[config.mk]
export PLATFORM = sky130hd
export DESIGN_NAME = count_seq_monitor
export DESIGN_NICKNAME = d
export VERILOG_FILES = /design/src/rtl/count_mon_pkg.sv /design/src/rtl/phase_decode.sv /design/src/rtl/count_seq_monitor.sv
export SDC_FILE = /design/constraint.sdc
export NUM_CORES = 1
export LEC_CHECK = 0
export BUFFER_PORTS_ARGS = -buffer_cell sky130_fd_sc_hd__buf_2
export CAP_MARGIN = 15
export CELL_PAD_IN_SITES_DETAIL_PLACEMENT = 1
export CELL_PAD_IN_SITES_GLOBAL_PLACEMENT = 2
export CORE_AREA = 2 2 48 72
export DETAILED_ROUTE_END_ITERATION = 8
export DIE_AREA = 0 0 50 74
export GPL_ROUTABILITY_DRIVEN = 1
export MAX_ROUTING_LAYER = met4
export PLACE_DENSITY = 0.76
export REMOVE_ABC_BUFFERS = 1
export SETUP_SLACK_MARGIN = 0.05
export SYNTH_ARGS = -nofsm -noshare
export SYNTH_HDL_FRONTEND = slang
export SYNTH_SLANG_ARGS = --single-unit
[constraint.sdc]
create_clock -name Clock -period 1.95 [get_ports Clock]
set_input_delay 0.195 -clock Clock [delete_from_list [all_inputs] [get_ports Clock]]
set_output_delay 0.195 -clock Clock [all_outputs]
set_load 0.01 [all_outputs]
[src/rtl/count_mon_pkg.sv]
// Shared types and constants for the two-bit counter sequence monitor.
// The monitor FSM encoding and the counter width live here so every block agrees on them.
package count_mon_pkg;

    localparam int CNT_W        = 2;
    localparam int LOCK_LEN_MAX = 15;

    typedef enum logic [1:0] {
        ST_SYNC = 2'd0,
        ST_ACQ  = 2'd1,
        ST_LOCK = 2'd2
    } mon_state_t;

    // Expected successor of a counter value; wraps 3 -> 0 naturally at CNT_W bits.
    function automatic logic [CNT_W-1:0] next_cnt(input logic [CNT_W-1:0] c);
        return c + CNT_W'(1);
    endfunction

endpackage

[src/rtl/phase_decode.sv]
// Registered 2-to-4 one-hot decode of the sampled counter value.
// Synchronous active-high reset clears the decode to all zeros.
module phase_decode
    import count_mon_pkg::*;
(
    input  logic             Clock,
    input  logic             Reset,
    input  logic [CNT_W-1:0] cnt,
    output logic [3:0]       phase
);

    // NOTE: sequential state is always written with <= so every flop samples pre-edge values.
    always_ff @(posedge Clock) begin
        if (Reset) begin
            phase <= 4'b0000;
        end else begin
            phase <= 4'b0001 << cnt;
        end
    end

endmodule

[src/rtl/count_seq_monitor.sv]
// Checks that {Q_A,Q_B} steps +1 mod 4 per clock: locks, counts wraps and flags faults.
// Define COUNT_MON_ERRCNT_EN to add the saturating Err_Count output.
module count_seq_monitor
    import count_mon_pkg::*;
#(
    parameter int WRAP_W   = 8,
    parameter int LOCK_LEN = 4,
    parameter int ERR_W    = 4
) (
    input  logic              Clock,
    input  logic              Reset,
    input  logic              Q_A,
    input  logic              Q_B,
    input  logic              Clr_Err,
    output logic              Locked,
    output logic              Err,
    output logic              Err_Sticky,
    output logic [WRAP_W-1:0] Wraps,
    output logic [3:0]        Phase
`ifdef COUNT_MON_ERRCNT_EN
    ,
    output logic [ERR_W-1:0]  Err_Count
`endif
);

    localparam int LOCK_CLAMP = (LOCK_LEN < 1) ? 1 :
                                (LOCK_LEN > LOCK_LEN_MAX) ? LOCK_LEN_MAX : LOCK_LEN;
    localparam logic [3:0] LOCK_TGT = 4'(LOCK_CLAMP);

    logic [CNT_W-1:0] cnt;
    logic [CNT_W-1:0] prev_q;
    mon_state_t       state_q, state_d;
    logic [3:0]       good_q, good_d;
    logic             valid;
    logic             fault;
    logic             wrap;

    assign cnt   = {Q_A, Q_B};
    assign valid = (cnt == next_cnt(prev_q));

    // NOTE: every combinational output gets a default first, so no path leaves it unassigned (no latch).
    always_comb begin
        state_d = state_q;
        good_d  = good_q;
        fault   = 1'b0;
        wrap    = 1'b0;
        case (state_q)
            ST_SYNC: begin
                state_d = ST_ACQ;
                good_d  = '0;
            end
            ST_ACQ: begin
                if (valid) begin
                    good_d = good_q + 4'd1;
                    if (good_d == LOCK_TGT) state_d = ST_LOCK;
                end else begin
                    good_d = '0;
                end
            end
            ST_LOCK: begin
                if (valid) begin
                    // A valid step landing on 0 can only have come from 3.
                    wrap = (cnt == '0);
                end else begin
                    fault   = 1'b1;
                    good_d  = '0;
                    state_d = ST_ACQ;
                end
            end
            default: begin
                state_d = ST_SYNC;
                good_d  = '0;
            end
        endcase
    end

    always_ff @(posedge Clock) begin
        if (Reset) begin
            state_q <= ST_SYNC;
            good_q  <= '0;
            prev_q  <= '0;
        end else begin
            state_q <= state_d;
            good_q  <= good_d;
            prev_q  <= cnt;
        end
    end

    always_ff @(posedge Clock) begin
        if (Reset) begin
            Locked     <= 1'b0;
            Err        <= 1'b0;
            Err_Sticky <= 1'b0;
            Wraps      <= '0;
        end else begin
            Locked <= (state_d == ST_LOCK);
            Err    <= fault;
            Wraps  <= Wraps + WRAP_W'(wrap);
            // A fault in the same cycle as a clear still leaves the sticky bit set.
            if (fault)        Err_Sticky <= 1'b1;
            else if (Clr_Err) Err_Sticky <= 1'b0;
        end
    end

`ifdef COUNT_MON_ERRCNT_EN
    always_ff @(posedge Clock) begin
        if (Reset) begin
            Err_Count <= '0;
        end else if (fault) begin
            if (Clr_Err)             Err_Count <= ERR_W'(1);
            else if (Err_Count != '1) Err_Count <= Err_Count + ERR_W'(1);
        end else if (Clr_Err) begin
            Err_Count <= '0;
        end
    end
`else
    logic [31:0] unused_err_w;
    assign unused_err_w = ERR_W;
`endif

    phase_decode u_phase_decode (
        .Clock (Clock),
        .Reset (Reset),
        .cnt   (cnt),
        .phase (Phase)
    );

endmodule

==> Word level (Yosys, flattened, before mapping) <==
Cells that the tools add are included.
Widths: inputs -> output; s select.
{ "word_totals": {"regBits": 23, "output_inout_bits": 15} }
{ "classes": {"mux": 13, "shifts": 1, "n_reduce_logical": 3, "eq_ne": 6, "n_addsub": 3} }
{ "ops": {"columns": ["op", "count"], "rows": [
  ["$add 8x1->8", 1],
  ["$mux 4", 2],
  ["$pmux 4 s2", 1],
  ["$mux 1", 6],
  ["$mux 2", 3],
  ["$pmux 2 s3", 1],
  ["$add 4x1->4 const B", 1],
  ["$eq 2x2->1 const B", 2],
  ["$eq 4x3->1 const B", 1],
  ["$logic_not 2->1", 2],
  ["$shl 1x2->4 const A", 1],
  ["$add 2x1->2 const B", 1],
  ["$eq 2x1->1 const B", 1],
  ["$eq 2x2->1", 1],
  ["$ne 2x2->1 const B", 1],
  ["$reduce_bool 2->1", 1]
]} }

==> Longest topological paths before layout <==
Gate-level depths: netlist of the first run.
{ "depth": {"depth_word": 6, "ltp_mapped": 8, "depth_no_buf": 8} }

==> Modules after synthesis <==
Synthesis of the first run repeated with hierarchy kept, for this count alone.
{ "unflattened": {"hier_cells": 92, "area_unflattened_um2": 910.9} }
{ "by_module_without_submodules": {"columns": ["mod", "instances", "seq_area_each_um2", "cells_each", "area_per_inst_um2"], "rows": [
  ["count_seq_monitor", 1, 380.4, 84, 800.8],
  ["phase_decode", 1, 80.1, 8, 110.1]
]} }

==> Worst setup path after synthesis of the first run <==
Ideal clock, no wire load.
{ "synth_timing": {"kind": "register -> register", "from": "register prev_q[1]", "to": "register Wraps[6]", "required_time_ns": 1.822, "arrival_time_ns": 1.539, "stages_incl_launch_ff": 9, "slack_ns": 0.284, "cell_sequence": "dfxtp_1 -> xor2_1 -> mux2i_1 -> nor4_1 -> ha_1 -> ha_1 -> nand3_1 -> xor2_1 -> nor2_1"} }
{ "synth_via": {"elab_chain_cells": 5} }
{ "synth_rtl": {"columns": ["item", "line_no", "source"], "rows": [
  ["start: declaration", "count_seq_monitor.sv:31", "logic [CNT_W-1:0] prev_q;"],
  ["start signal: assignment", "count_seq_monitor.sv:85", "prev_q <= cnt;"],
  ["$add 2x1->2", "count_mon_pkg.sv:16", "return c + CNT_W'(1);"],
  ["$eq 2x2->1", "count_seq_monitor.sv:39", "assign valid = (cnt == next_cnt(prev_q));"],
  ["$mux 1", "count_seq_monitor.sv:61", "if (valid) begin"],
  ["$mux 1", "count_seq_monitor.sv:47", "case (state_q)"],
  ["$add 8x1->8", "count_seq_monitor.sv:98", "Wraps <= Wraps + WRAP_W'(wrap);"],
  ["end signal: assignment", "count_seq_monitor.sv:98", null],
  ["end: declaration", "count_seq_monitor.sv:18", "output logic [WRAP_W-1:0] Wraps,"]
]} }
Every way passes these cells.
A chain may end at the register's enable or synchronous reset.

==> Final worst setup path of the first run <==
{ "layout_timing": {"from": "register prev_q[1]", "to": "register Wraps[7]"} }
The elaborated chain is that of the path after synthesis.

==> results of run 1 <==
[metrics by stage]
step / power (W) / hold slack (ns)
after floorplan: 0.000513 / 0.264
after global placement: 0.000534 / 0.431
after detailed placement: 0.000535 / 0.450
after CTS: 0.000827 / 0.173
after global routing: 0.000854 / 0.177
final: 0.000808 / 0.176
[routing by layer]
layer,wire length [um],vias up,global-route usage [%]
met2,988,11,21.5
met1,798,349,11.9
met4,15,0,5.56
met3,59,2,2.21
met5,0,-,-
li1,-,369,-
[critical path: cells and delay by family (launching register included)]
family	cells	cell delay (ns)
and+or+nand+nor	4	0.64
DFF	1	0.31
xor gates and xnor gates	2	0.30
adders and majority gates	1	0.22
muxes	1	0.14
[cell usage in the layout (no fill, tap or decap)]
cell | netlist | final
o2111ai_1 | 1 | 1
a21o_1 | 2 | 2
inv_1 | 1 | 1
buf_4 | 0 | 1
or2_0 | 1 | 1
dfxtp_1 | 23 | 23
clkbuf_8 | 0 | 3
buf_2 | 1 | 19
nand2b_1 | 3 | 3
nor4_1 | 1 | 1
and2_1 | 1 | 1
and2b_1 | 1 | 1
xor2_1 | 5 | 5
nor2b_1 | 11 | 11
o21a_1 | 1 | 1
nand3_1 | 5 | 5
clkinv_2 | 0 | 1
and3_1 | 2 | 2
ha_1 | 4 | 4
nor2_1 | 13 | 13
mux2i_1 | 1 | 1
xnor2_1 | 2 | 2
o21ai_0 | 3 | 3
a21oi_1 | 7 | 7
a22oi_1 | 2 | 2
nand2_1 | 3 | 3
nor3_1 | 2 | 2
[how the worst min path moves through the flow]
stage / from / endpoint / slack (ns) / depth (start not counted)
finish: Q_B / u_phase_decode.phase[2] / 0.18 / 2
global route: Q_B / u_phase_decode.phase[2] / 0.18 / 2
CTS: Q_B / u_phase_decode.phase[2] / 0.17 / 2
detailed placement: Q_B / u_phase_decode.phase[2] / 0.45 / 2
global placement: Q_B / u_phase_decode.phase[2] / 0.43 / 2
floorplan: Reset / Err_Sticky / 0.26 / 1
[sequential cells by signal, summed over array words and instances (netlist names)]
signal                flops
good_q                    4
state_q                   2
prev_q                    2
Err_Sticky                1
Wraps                     8
Err                       1
u_phase_decode.phase      4
Locked                    1
[cells by family (layout without fill, tap and decap cells)]
group | after synthesis | in the layout | share of synthesized area, %
DFF | 23 | 23 | 50.5
AOI/OAI and AO/OA | 16 | 16 | 10.6
buffers and inverters | 3 | 25 | 1.37
xor gates and xnor gates | 7 | 7 | 6.72
muxes | 1 | 1 | 1.10
and+or+nand+nor | 43 | 43 | 24.3
adders and majority gates | 4 | 4 | 5.49
[final cells by class]
class	instances	area, um^2
Inverter	1	3.75
Sequential cell	23	460
Tap cell	40	50.0
Timing Repair Buffer	20	103
Fill cell	376	1990
Clock buffer	3	41.3
Multi-Input combinational cell	71	439
Clock inverter	1	5.00
[power by group]
group | leakage [nW] | switching, W | internal (W)
logic | 0.289 | 0.0000241 | 0.0000181
registers | 0.187 | 0.00000428 | 0.000477
clock network | 0.0255 | 0.000143 | 0.000142
total | 0.501 | 0.000172 | 0.000637
==> impl_metrics.ini, run 1 <==
[clock_tree]
clockRootBuffer = clkbuf_8
clock_latency_ns = 0.26
cts.repair_timing.setup_buffer_count = 0
cts_repair_resize_count = 0
tritoncts = done
clock_path_buffers = 2
numClockSinks = 23
clkTransAtPathRegs_ns = 0.08
numCtsBuffers = 3
cts.htree.levels = 1
cts.hold.buffers_added = 0

[sta]
fin_skew_ns = 0.00307
hold_viol = 0
maxSlewViolCount = 0
setup_viol = 0
worst_slew_margin_rel_pct = 76.9
post-route-min-period_ns = 1.71
setup_tns_ns = 0
finalCritPeriodShare_pct = 87.9
fmax_ghz = 0.583
worstMarginPinSlew_ns = 0.345
final_critical_path_setup_slack_ns = 0.236
rsz_0062_raised_after_global_routing = no

[logic_synthesis]
syn_inst = 97
synth_seq_area_share_pct = 50.5
number_of_enable_type_register_cells_in_the_synthesized_netlist = 0
synthesis.area_per_instance_um2 = 9.40
synth.lib_cells_used.distinct = 25
synth_top_cell_area_share_pct = 50.5
yosysWarnings = 0
postSynthRegisterBits = 23
yosysMostFrequentCell = dfxtp_1
synth-main-ff-cell = dfxtp_1
ys_top_cells_by_count = 23 x dfxtp_1, 13 x nor2_1, 11 x nor2b_1
synthDominantAreaCellType = dfxtp_1
post_synth_instance_area_um2 = 912
synth.top_cells.by_area = dfxtp_1 50%, nor2b_1 7.5%, ha_1 5.5%
synthArstFlopShare_pct = 0

[drt]
drt_iter0_drc = 13
wire_length_after_detailed_routing_mm = 1.86
detail-route-antenna-nets = 0
vias = 731
wire_per_inst_um = 11.7
drc_errors = 0
drt_first_pass_iters = 4
via_per_inst = 4.60

[global_route]
globalRouteOverflowTotal = 0
grt_start_max_net_pins = 16
grt_usage_pct = 11.8
vias_in_the_first_global_route = 744
antenna_found_initial = 0
grt_first_pass_wirelength_mm = 3.28

[critical_path]
worst-endpoint-arrival_ns = 1.86
r2r_end = Wraps[7]
worstReg2RegStart = prev_q[1]
timing.reg2reg.worst_path_depth = 8
critPathLaunchType = flop
critical_path_rt_ns = 2.10
endpoint_kind_of_the_worst_setup_timing_path = flop
rrSetupSlack_ns = 0.24
cpMaxStageDelayCell = dfxtp_1
worst_setup_path_endpoint = Wraps[7]
criticalPathCategory = flop to flop
crit_path_cells = xor2_1, mux2i_1, nor4_1, ha_1, and3_1, nand3_1, xor2_1, nor2_1
critPathMaxStageDelay_ns = 0.31
cpMostUsedCell = xor2_1
crit_start = prev_q[1]
timing.critical_path.fanout_max = 3

[placement]
post_dp_cell_area_um2 = 1060
gp_weighted_congestion = 0.768
place_worst_setup_slack_ns = 0.157
port-buffer-count = 19
detailed_place_hpwl_mm = 1.46
dp.cells = 155

[die]
die-width_um = 50
design.portCount = 20
initial_utilization_pct = 29.5
area_of_the_core_um2 = 3100
die-height_um = 74
dieArea_um2 = 3700
std_cell_rows = 25

[run]
drv.max_cap_violation_count = 0

[worst_hold_path]
min_path_type = input port to flop

[power_and_ir_drop]
power.ir.vdd_worst_uv = 314
p_leak_nw = 0.501
pwr_cell_area_nw_per_um2 = 733

[run_status]
run_status = complete, no violations

[finish]
postLayoutCoreUtil_pct = 35.6
area_delta_synth_final_pct = 20.9
finish.net_count = 129
antennaDiodeCount = 0
final-instance-count-excl-fill = 159
post_route_cells_drive_above_1_share_pct = 20.2
post_route_cell_area_um2 = 1100
(Power assumes the default switching activity.)
==> inputs of run 2 (changes only) <==
--- a/config.mk
+++ b/config.mk
@@ -14,9 +14,10 @@
 export DIE_AREA = 0 0 50 74
 export GPL_ROUTABILITY_DRIVEN = 1
 export MAX_ROUTING_LAYER = met4
-export PLACE_DENSITY = 0.76
+export PLACE_DENSITY = 0.75
 export REMOVE_ABC_BUFFERS = 1
 export SETUP_SLACK_MARGIN = 0.05
 export SYNTH_ARGS = -nofsm -noshare
 export SYNTH_HDL_FRONTEND = slang
+export SYNTH_HIERARCHICAL = 1
 export SYNTH_SLANG_ARGS = --single-unit
==> impl_metrics.ini, run 2 <==
[run_status]
run_status = complete, no violations

[sta]
setup_tns_ns = 0
setup_viol = 0
final_critical_path_setup_slack_ns = 0.207
fmax_ghz = 0.574
worst_slew_margin_rel_pct = 76.3
hold_viol = 0
fin_skew_ns = 0.00146
rsz_0062_raised_after_global_routing = no
worstMarginPinSlew_ns = 0.345
finalCritPeriodShare_pct = 89.4
maxSlewViolCount = 0
post-route-min-period_ns = 1.74

[finish]
finish.net_count = 124
postLayoutCoreUtil_pct = 35.7
biggest_registers_after_layout = Wraps x8, good_q x4, u_phase_decode/phase x4
area_delta_synth_final_pct = 21.3
antennaDiodeCount = 0
post_route_cell_area_um2 = 1100
layout_common_cells = 23 x dfxtp_1, 19 x buf_2, 11 x nor2_1, 8 x nor2b_1, 7 x nand2b_1
flip_flop_count_of_the_largest_register_all_copies_and_words_added = 8
post_route_cells_drive_above_1_share_pct = 21.9
largest_register = Wraps
layout_commonest_cell = dfxtp_1

[drt]
vias = 721
wire_length_after_detailed_routing_mm = 1.90
routedLengthMet1_um = 765
drc_errors = 0
route.met3.wl_um = 63
wire_per_inst_um = 12.4
detail-route-antenna-nets = 0
detailed_route_wirelength_on_metal2_mm = 1.05
drt_iter0_drc = 10
drt_first_pass_iters = 4
via_per_inst = 4.68
highest_layer = met4

[global_route]
antenna_found_initial = 0
grt_usage_pct = 11.9
grt_first_pass_wirelength_mm = 3.30
globalRouteOverflowTotal = 0
grt_start_max_net_pins = 19
vias_in_the_first_global_route = 727

[logic_synthesis]
post_synth_instance_area_um2 = 911
ys_top_cells_by_count = 23 x dfxtp_1, 11 x nor2_1, 8 x nor2b_1
number_of_enable_type_register_cells_in_the_synthesized_netlist = 0
synth_seq_area_share_pct = 50.5
synthArstFlopShare_pct = 0
synth_top_cell_area_share_pct = 50.5
yosysMostFrequentCell = dfxtp_1
synthDominantAreaCellType = dfxtp_1
synth.top_cells.by_area = dfxtp_1 51%, ha_1 5.5%, nor2b_1 5.5%
synth.lib_cells_used.distinct = 26
postSynthRegisterBits = 23
syn_inst = 92
synthesis.area_per_instance_um2 = 9.90
yosysWarnings = 6
synth-main-ff-cell = dfxtp_1

[clock_tree]
numClockSinks = 23
cts_repair_resize_count = 0
cts.hold.buffers_added = 0
clkTransAtPathRegs_ns = 0.08
cts.repair_timing.setup_buffer_count = 0
numCtsBuffers = 3
tritoncts = done
clock_latency_ns = 0.26
clockRootBuffer = clkbuf_8
clock_path_buffers = 2
cts.htree.levels = 1

[critical_path]
critPathMaxStageDelay_ns = 0.36
crit_path_cells = nand2b_1, nor4b_2, ha_1, and3_1, nand3_1, xor2_1, nor2_1
path_delay_family = simple AND/OR/NAND/NOR gates
rrSetupSlack_ns = 0.21
timing.critical_path.depth = 7
criticalPathCategory = flop to flop
critical_path_rt_ns = 2.09
worst-endpoint-arrival_ns = 1.89
cp_num_buf_inv = 0
endpoint_kind_of_the_worst_setup_timing_path = flop
timing.reg2reg.worst_path_depth = 7
worstReg2RegStart = state_q[0]
timing.critical_path.fanout_max = 6
critPathLaunchType = flop
cpMaxStageDelayCell = dfxtp_1
r2r_end = Wraps[7]

[placement]
place_worst_setup_slack_ns = 0.149
port-buffer-count = 19
detailed_place_hpwl_mm = 1.45
gp_weighted_congestion = 0.798
post_dp_cell_area_um2 = 1050

[power_and_ir_drop]
power.share.sequential_pct = 59.2
share_clk_of_total_power_pct = 35.8
design_power_total_w = 0.000813
switching_share_pct = 21.8
combinationalPowerShare_pct = 4.9
net-switching-power_w = 0.000177
p_int_w = 0.000636
power.ir.vdd_worst_uv = 357
p_leak_nw = 0.503
pwr_cell_area_nw_per_um2 = 736

[die]
std_cell_rows = 25
die-height_um = 74
dieArea_um2 = 3700
design.portCount = 20
die-width_um = 50
area_of_the_core_um2 = 3100
initial_utilization_pct = 29.4

[run]
drv.max_cap_violation_count = 0

[worst_hold_path]
worstHoldStart = Q_B
worst_hold_path.num_cells = 2
min_path_type = input port to flop
min_delay_worst_endpoint = u_phase_decode/phase[0]
## run 2: cell types whose count changed after synthesis, moves of 2 or more
cell / previous run / this run
nor3b_1: 0 / 2
nor2_1: 13 / 11
nand2_1: 3 / 1
nor2b_1: 11 / 8
nand2b_1: 3 / 7
## run 2: power by group through the flow
stage	clock network [W]	registers, W	logic [W]
global route	0.000320	0.000483	0.0000459
CTS	0.000300	0.000481	0.0000405
global placement	0	0.000492	0.0000397
floorplan	0	0.000493	0.0000196
finish	0.000291	0.000481	0.0000402
detailed placement	0	0.000492	0.0000404
## run 2: metrics by stage
step | hold slack (ns) | instances
final | 0.174 | 154
after global placement | 0.436 | 150
after detailed placement | 0.446 | 150
after floorplan | 0.264 | 91
after global routing | 0.189 | 154
after CTS | 0.168 | 154
## run 2: layout make-up
| cell class | instances | area, um^2 |
|---|---|---|
| well taps | 40 | 50.0 |
| clock inverters | 1 | 5.00 |
| clock buffers | 3 | 41.3 |
| repair buffers | 19 | 95.1 |
| flip-flops and latches | 23 | 460 |
| multi-input cells | 68 | 453 |
| fillers | 361 | 1990 |
## run 2: kinds of logic after synthesis
family | count (synthesis) | synth area share, %
DFF | 23 | 50.5
xor gates and xnor gates | 7 | 6.73
and+or+nand+nor | 41 | 25.0
AOI/OAI and AO/OA | 15 | 10.7
adders and majority gates | 4 | 5.49
muxes | 1 | 1.10
buffers and inverters | 1 | 0.412
## run 2: worst max path at each step
stage               start  slack (ns)  endpoint
6_report       state_q[0]        0.21  Wraps[7]
3_5_place_dp   state_q[0]        0.15  Wraps[7]
4_1_cts        state_q[0]        0.13  Wraps[7]
5_1_grt        state_q[0]        0.05  Wraps[7]
2_1_floorplan  state_q[0]        0.41  Wraps[5]
3_3_place_gp   state_q[0]        0.23  Wraps[5]
## run 2: per-layer routing
metal | vias up | global-route usage, %
met5 | - | -
met4 | 0 | 5.56
met3 | 2 | 2.01
met2 | 13 | 21.5
met1 | 345 | 12.3
li1 | 361 | -
==> inputs of run 3 (changes only) <==
--- a/config.mk
+++ b/config.mk
@@ -5,7 +5,7 @@
 export SDC_FILE = /design/constraint.sdc
 export NUM_CORES = 1
 export LEC_CHECK = 0
-export BUFFER_PORTS_ARGS = -buffer_cell sky130_fd_sc_hd__buf_2
+export BUFFER_PORTS_ARGS = -buffer_cell sky130_fd_sc_hd__buf_4
 export CAP_MARGIN = 15
 export CELL_PAD_IN_SITES_DETAIL_PLACEMENT = 1
 export CELL_PAD_IN_SITES_GLOBAL_PLACEMENT = 2
==> impl_metrics.ini, run 3 (synthesis gave the netlist of run 2 again) <==
[run_status]
run_status = complete, no violations

[sta]
post-route-min-period_ns = 1.70
fin_skew_ns = 0.00174
setup_tns_ns = 0
final_critical_path_setup_slack_ns = 0.250
finalCritPeriodShare_pct = 87.2
maxSlewViolCount = 0
worst_slew_margin_rel_pct = 77.9
hold_viol = 0
worstMarginPinSlew_ns = 0.323
rsz_0062_raised_after_global_routing = no
fmax_ghz = 0.588
setup_viol = 0
hold_ws_ns = 0.140

[die]
design.portCount = 20
std_cell_rows = 25
area_of_the_core_um2 = 3100
die-height_um = 74
die-width_um = 50
initial_utilization_pct = 29.4
dieArea_um2 = 3700

[clock_tree]
clock_path_buffers = 2
clock_latency_ns = 0.26
numCtsBuffers = 3
cts_repair_resize_count = 0
tritoncts = done
cts.htree.levels = 1
numClockSinks = 23
clkTransAtPathRegs_ns = 0.07
cts.repair_timing.setup_buffer_count = 0
clockRootBuffer = clkbuf_8
cts.hold.buffers_added = 0

[drt]
wire_length_after_detailed_routing_mm = 1.86
wire_per_inst_um = 12.1
drt_first_pass_iters = 4
drt_iter0_drc = 11
detail-route-antenna-nets = 0
via_per_inst = 4.72
vias = 727
drc_errors = 0

[run]
drv.max_cap_violation_count = 0

[finish]
antennaDiodeCount = 0
biggest_registers_after_layout = Wraps x8, good_q x4, u_phase_decode/phase x4
post_route_cells_drive_above_1_share_pct = 21.1
multi_input_comb_area_um2 = 453
finish.net_count = 124
register_area_um2 = 460
flip_flop_count_of_the_largest_register_all_copies_and_words_added = 8
area_delta_synth_final_pct = 26.4
layout_commonest_cell = dfxtp_1
layout_common_cells = 23 x dfxtp_1, 19 x buf_4, 11 x nor2_1, 8 x nor2b_1, 7 x nand2b_1
fill_cells = 376
largest_register = Wraps

[placement]
place_worst_setup_slack_ns = 0.197
port-buffer-count = 19
gp_weighted_congestion = 0.792
detailed_place_hpwl_mm = 1.45

[global_route]
globalRouteOverflowTotal = 0
grt_start_max_net_pins = 19
antenna_found_initial = 0
vias_in_the_first_global_route = 759
grt_first_pass_wirelength_mm = 3.24
grt_usage_pct = 11.5

[critical_path]
critPathLaunchType = flop
critical_path_rt_ns = 2.10
timing.critical_path.fanout_max = 6
criticalPathCategory = flop to flop
endpoint_kind_of_the_worst_setup_timing_path = flop
worst-endpoint-arrival_ns = 1.85

[power_and_ir_drop]
design_power_total_w = 0.000809
power.ir.vdd_worst_uv = 321
pwr_cell_area_nw_per_um2 = 703
p_leak_nw = 0.502

[worst_hold_path]
min_path_type = input port to flop
[run 3: cell count changes in the layout (fill, tap and decap cells not counted)]
cell      change
buf_4        +19
clkbuf_1      +1
buf_2        -19
clkinv_2      -1
[run 3: final cells by class]
cell class | count | share of cell area, %
repair buffers | 19 | 12.4
flip-flops and latches | 23 | 40.0
well taps | 40 | 4.35
multi-input cells | 68 | 39.3
clock buffers | 4 | 3.91
[run 3: per-layer routing]
metal  part of all wire, %  GRT usage [%]  up-vias
met1                    41           11.7      350
met5                     0              -        -
li1                      -              -      359
met4                   1.3           4.63        0
met3                   3.2           1.81        4
met2                    54           21.6       14
[run 3: metrics by stage]
step                      instances  instance area, um^2  util, %
final                           154                 1150     37.2
after global routing            154                 1150     37.2
after CTS                       154                 1140     37.0
after floorplan                  91                  907        -
after detailed placement        150                 1100     35.5
after global placement          150                 1100     35.5
[run 3: worst paths after layout]
| kind | start | end | slack (ns) | depth (start not counted) |
|---|---|---|---|---|
| setup / recovery | state_q[0] | Wraps[5] | 0.25 | 7 |
| hold / removal | Q_B | u_phase_decode/phase[2] | 0.14 | 2 |
| setup reg to reg | state_q[0] | Wraps[5] | 0.25 | 7 |
| hold reg to reg | Err_Sticky | Err_Sticky | 0.48 | 2 |
[run 3: worst max-delay path, stage by stage (launching register included)]
cell	delay (ns)
dfxtp_1	0.35
nand2b_1	0.24
nor4b_2	0.24
ha_1	0.20
and3_1	0.24
nand3_1	0.12
xor2_1	0.15
nor2_1	0.05
[run 3: power breakdown]
part | switching (W) | internal [W] | total [W] | leakage (nW)
clock network | 0.000138 | 0.000145 | 0.000283 | 0.0228
logic | 0.0000230 | 0.0000209 | 0.0000440 | 0.293
registers | 0.00000463 | 0.000477 | 0.000481 | 0.187
total | 0.000166 | 0.000643 | 0.000809 | 0.502
